**config.mk**
```make
export PLATFORM = sky130hd
export DESIGN_NAME = jpeg_frame_arbiter
export DESIGN_NICKNAME = d
export VERILOG_FILES = /design/src/rtl/jpeg_frame_arbiter.sv
export SDC_FILE = /design/constraint.sdc
export NUM_CORES = 1
export LEC_CHECK = 0
export ABC_AREA = 1
export CORE_MARGIN = 5
export CORE_UTILIZATION = 39
export CTS_CLUSTER_SIZE = 25
export DETAILED_ROUTE_END_ITERATION = 10
export PLACE_DENSITY_LB_ADDON = 0.2
export RECOVER_POWER = 25
export SYNTH_ARGS = -nofsm -noshare
export SYNTH_HDL_FRONTEND = slang
export SYNTH_SLANG_ARGS = --single-unit
```
**constraint.sdc**
```tcl
create_clock -name clk_i -period 1.9 [get_ports clk_i]
set_input_delay 0.475 -clock clk_i [delete_from_list [all_inputs] [get_ports clk_i]]
set_output_delay 0.475 -clock clk_i [all_outputs]
set_load 0.02 [all_outputs]
```
**src/rtl/jpeg_frame_arbiter.sv**
```systemverilog
// jpeg_frame_arbiter
// Frame-granular two-way arbiter for the jpeg_core input stream. A requester
// owns the core for a whole frame, up to and including its last beat. The next
// grant waits until the core has reported idle for IDLE_CYCLES consecutive
// cycles, so the frame has fully drained. Completed frames are counted per
// requester, and a one-cycle done pulse names the requester that finished.
module jpeg_frame_arbiter #(
    parameter int IDLE_CYCLES = 16,
    parameter int CNT_W       = 16
) (
    input  logic             clk_i,
    input  logic             rst_i,
    input  logic             enable_i,
    input  logic             req0_valid_i,
    input  logic [31:0]      req0_data_i,
    input  logic [3:0]       req0_strb_i,
    input  logic             req0_last_i,
    output logic             req0_accept_o,
    input  logic             req1_valid_i,
    input  logic [31:0]      req1_data_i,
    input  logic [3:0]       req1_strb_i,
    input  logic             req1_last_i,
    output logic             req1_accept_o,
    output logic             core_valid_o,
    output logic [31:0]      core_data_o,
    output logic [3:0]       core_strb_o,
    output logic             core_last_o,
    input  logic             core_accept_i,
    input  logic             core_idle_i,
    output logic             owner_o,
    output logic             busy_o,
    output logic             frame_done_o,
    output logic             frame_done_id_o,
    output logic [CNT_W-1:0] frame_cnt0_o,
    output logic [CNT_W-1:0] frame_cnt1_o
);

    // Idle counter only has to reach IDLE_CYCLES-1 before the frame retires.
    localparam int IDLE_W = (IDLE_CYCLES > 1) ? $clog2(IDLE_CYCLES) : 1;
    localparam logic [IDLE_W-1:0] IDLE_LAST = IDLE_W'(IDLE_CYCLES - 1);
    localparam logic [IDLE_W-1:0] IDLE_ONE  = IDLE_W'(1);
    localparam logic [CNT_W-1:0]  CNT_ONE   = CNT_W'(1);

    localparam logic [1:0] ST_IDLE   = 2'd0;
    localparam logic [1:0] ST_STREAM = 2'd1;
    localparam logic [1:0] ST_DRAIN  = 2'd2;

    logic [1:0]        state_r;
    logic              owner_r;
    logic              last_grant_r;
    logic [IDLE_W-1:0] idle_cnt_r;
    logic [CNT_W-1:0]  cnt0_r;
    logic [CNT_W-1:0]  cnt1_r;
    logic              done_r;
    logic              done_id_r;

    logic              grant_s;
    logic              grant_id_s;
    logic              core_valid_s;
    logic [31:0]       core_data_s;
    logic [3:0]        core_strb_s;
    logic              core_last_s;
    logic              acc0_s;
    logic              acc1_s;
    logic              xfer_s;

    // Grant decision in IDLE: single requester wins outright, a tie goes to
    // whichever requester did not own the previous frame.
    always_comb begin
        grant_id_s = 1'b0;
        if (req0_valid_i && req1_valid_i) begin
            grant_id_s = ~last_grant_r;
        end else if (req1_valid_i) begin
            grant_id_s = 1'b1;
        end else begin
            grant_id_s = 1'b0;
        end
        grant_s = (state_r == ST_IDLE) && enable_i && (req0_valid_i || req1_valid_i);
    end

    // Combinational beat mux: only the owner reaches the core, and only in STREAM.
    always_comb begin
        core_valid_s = 1'b0;
        core_data_s  = 32'h0000_0000;
        core_strb_s  = 4'h0;
        core_last_s  = 1'b0;
        acc0_s       = 1'b0;
        acc1_s       = 1'b0;
        case (state_r)
            ST_STREAM: begin
                if (owner_r) begin
                    core_valid_s = req1_valid_i;
                    core_data_s  = req1_data_i;
                    core_strb_s  = req1_strb_i;
                    core_last_s  = req1_last_i;
                    acc1_s       = core_accept_i;
                end else begin
                    core_valid_s = req0_valid_i;
                    core_data_s  = req0_data_i;
                    core_strb_s  = req0_strb_i;
                    core_last_s  = req0_last_i;
                    acc0_s       = core_accept_i;
                end
            end
            default: begin
                core_valid_s = 1'b0;
            end
        endcase
    end

    assign xfer_s = core_valid_s && core_accept_i;

    // Frame FSM: grant, stream until the last beat, then wait for a steady idle core.
    always_ff @(posedge clk_i or negedge rst_i) begin
        if (!rst_i) begin
            state_r      <= ST_IDLE;
            owner_r      <= 1'b0;
            last_grant_r <= 1'b1;
            idle_cnt_r   <= '0;
            cnt0_r       <= '0;
            cnt1_r       <= '0;
            done_r       <= 1'b0;
            done_id_r    <= 1'b0;
        end else begin
            done_r    <= 1'b0;
            done_id_r <= 1'b0;
            case (state_r)
                ST_IDLE: begin
                    if (grant_s) begin
                        state_r <= ST_STREAM;
                        owner_r <= grant_id_s;
                    end
                end
                ST_STREAM: begin
                    if (xfer_s && core_last_s) begin
                        state_r    <= ST_DRAIN;
                        idle_cnt_r <= '0;
                    end
                end
                ST_DRAIN: begin
                    if (core_idle_i) begin
                        if (idle_cnt_r == IDLE_LAST) begin
                            state_r      <= ST_IDLE;
                            done_r       <= 1'b1;
                            done_id_r    <= owner_r;
                            last_grant_r <= owner_r;
                            if (owner_r) begin
                                cnt1_r <= cnt1_r + CNT_ONE;
                            end else begin
                                cnt0_r <= cnt0_r + CNT_ONE;
                            end
                        end else begin
                            idle_cnt_r <= idle_cnt_r + IDLE_ONE;
                        end
                    end else begin
                        idle_cnt_r <= '0;
                    end
                end
                default: begin
                    state_r <= ST_IDLE;
                end
            endcase
        end
    end

    assign req0_accept_o   = acc0_s;
    assign req1_accept_o   = acc1_s;
    assign core_valid_o    = core_valid_s;
    assign core_data_o     = core_data_s;
    assign core_strb_o     = core_strb_s;
    assign core_last_o     = core_last_s;
    // After reset owner_r is 0 and the state is IDLE, so owner_o reads 0.
    assign owner_o         = owner_r;
    assign busy_o          = (state_r != ST_IDLE);
    assign frame_done_o    = done_r;
    assign frame_done_id_o = done_id_r;
    assign frame_cnt0_o    = cnt0_r;
    assign frame_cnt1_o    = cnt1_r;

endmodule

```
==> impl_results.md <==
* Status: finished, violations left
* Violated checks: negative setup slack
* Clock transition at path regs at 0.08 ns
* Share of cells above drive strength 1 at 0.254
* DR vias/cell at 5.07
* FFs w/ async S/R, synth at 1.00
* Post-synth EDFFs at 0
* Yosys cell types at 26
* Final hold vios at 0
* Flop pwr share at 0.149
* P_sw at 2.88 mW
* Final setup vio count at 12
* Initial core utilization at 0.395
* HP Class: primary input to async pin
* Switch share at 0.443
* Main area contributors after synthesis: dfrtp_1 (36%), nand2_1 (24%), a21oi_1 (6.7%), nor2_1 (4.5%), inv_1 (4.0%)
* Clock power frac at 0.111
* Die X at 95.3 µm
* Most used DFF post-synth: dfrtp_1
* Power Internal at 3.63 mW
* Final Skew at 0.00546 ns
* Worst-margin pin slew at 1.23 ns
* Top-count cell post-synth: nand2_1
* Drt initial violations at 153
* Total power draw at 6.52 mW
* Fin crit period at 2.01 ns
* Grt total ovfl at 0
* TritonCTS clock tree: built
* Mapped Cells at 428
* R2R Setup Slk at 0.16 ns
* CTS Root Buffer Type: clkbuf_8
* Hold buffer count at cts at 0
* Startpoint class of the critical path: register
* Crit Path Class: register to output port
* Nets at 698
* Fmax at 498 MHz
* Peak supply drop at 0.959 mV
* Mapped cell area at 2840 µm²
* Critical path peak fanout at 8
* Power per cell area at 1180 nW/µm²
* Drt wl/cell at 16.5 µm
* Syn avg cell area at 6.63 µm²
* Synth cell count leaders: nand2_1 (182), dfrtp_1 (41), a21oi_1 (38)
* Num CTS Buffers at 5
* Leak pwr at 2.61 nW
* Yosys warning count at 0
* Final Routed Wirelength at 11800 µm
* Mapped Nets at 512
* Clk sink count at 42
* Vias at 3626
* Final TNS setup at -0.957 ns
* Fin. max-slew vios at 0
* First-pass GRT wire length at 16900 µm
* Synth top area share at 0.362
* Core area at 7180 µm²
* Area delta synth->final at 94.5%
* Post-synthesis sequential area ratio at 0.371
* #FFs+latches synth at 42
* Critical path arrival at 1.53 ns
* Final setup margin at -0.107 ns
* Fin crit share at 1.06
* DP Wirelength at 7690 µm
* Synth area leader: dfrtp_1
* Design area at 5520 µm²
* Post-route ant nets at 0
* Non-filler cells, final at 715
* Max_cap viols at 0
* Largest net degree at the start of global routing at 30
* Die area at 9080 µm²
* Initial antenna violation count at 1
* Die H at 95.3 µm
* IO buf count at 156
* CP endpoint kind: output port
* Data required time of the critical path at 1.42 ns
* RSZ-0062 raised after global routing: yes
* Routability cong. at 0.824
* Drt first pass iters at 4
* CTS Buffer Depth at 2
* Vias in the first global route at 3516
* DRC viols at 0
* Worst skew pair latency at 0.30 ns
* GRT Util Overall at 0.240
* Dpl cell area at 4760 µm²
* # rows at 31
* Max_slew headroom at 0.181
* IO Pins at 157
* Dpl cells at 690
* H-Tree Depth at 2
* Part of the power in combinational logic at 0.740
-- sequential cells by signal, indices dropped and copies added (netlist names) --
name and flops:
last_grant_r 1, state_r 2, owner_o 1, frame_done_id_o 1, frame_done_o 1, frame_cnt1_o 16, frame_cnt0_o 16, idle_cnt_r 4
-- power groups by stage --
stage | clock network [mW] | registers, mW | logic [mW]
4_1_cts | 0.733 | 0.954 | 4.11
2_1_floorplan | 0 | 0.974 | 1.61
3_3_place_gp | 0 | 0.965 | 3.10
3_5_place_dp | 0 | 0.966 | 3.14
5_1_grt | 0.784 | 0.976 | 5.04
6_report | 0.723 | 0.971 | 4.82
-- placed cells by master, fill, tap and decap left out, types with 4 or more instances in the layout --
cell and n:
nand2_1 177, clkdlybuf4s50_1 103, buf_6 48, dfrtp_1 40
nor2_1 33, a21oi_4 28, inv_1 26, nand3_1 19
buf_4 19, xor2_1 12, o21ai_0 12, dlymetal6s2s_1 10
a21oi_2 9, nor2_2 9, nand4_1 8, nand2_2 6
xnor2_1 5, clkbuf_8 5, nand3b_1 4, buf_16 4
-- critical path, stage by stage (launching register included) --
cell,delay [ns]
dfrtp_1,0.42
nor2_4,0.19
inv_8,0.08
buf_6,0.13
buf_16,0.14
a21oi_4,0.13
buf_6,0.14
-- stage by stage --
| step | setup WS [ns] | util | hold WS (ns) |
|---|---|---|---|
| floorplan | 0.0672 | - | 0.179 |
| global placement | -0.527 | 0.663 | 0.476 |
| detailed placement | -0.541 | 0.663 | 0.490 |
| CTS | -0.124 | 0.719 | 0.163 |
| global route | -0.176 | 0.769 | 0.526 |
| finish | -0.107 | 0.769 | 0.411 |
-- cell type report --
cell class	instances	area [µm²]
repair buffers	195	2130
multi-input cells	339	1970
fillers	479	1660
flip-flops and latches	42	1050
inverters	31	129
well taps	99	124
clock buffers	5	68.8
clock inverters	3	43.8
diodes	1	2.50
-- layer usage --
layer  vias up  wire [µm]  global-route usage
met5         -          0                   0
met4         0        480              0.0901
met3        28        750              0.0647
met2       146       6120               0.430
met1      1726       4440               0.270
li1       1726          -                   -
-- logic make-up (layout without fill, tap and decap cells) --
family,after synthesis,count (layout),share of synthesized area
AO/OA/AOI/OAI,53,53,0.0944
flip-flops,42,42,0.371
adder cells (fa/ha/maj),3,3,0.0132
XOR/XNOR,17,17,0.0525
buffers and inverters,47,234,0.0745
AND/OR/NAND/NOR,266,266,0.394
other,0,1,0
-- path summary, 6_finish.rpt --
check	depth (start not counted)	from	to
setup / recovery	6	state_r[1]	core_data_o[14]
max in group asynchronous	2	rst_i	frame_cnt1_o[10]
min in group clk_i	2	last_grant_r	last_grant_r
hold / removal	1	rst_i	frame_cnt1_o[3]
hold reg to reg	2	last_grant_r	last_grant_r
setup reg to reg	9	owner_o	idle_cnt_r[2]
-- timing repair --
item                                   4_1_cts  5_1_grt
setup endpoints to repair                   42       50
gates cloned                                 7        4
buffers inserted                             5        4
endpoints found under the hold margin        0        0
resized for setup                          241       87
pin swaps                                    1        7
No activity file was read; power rests on OpenSTA's default activity.
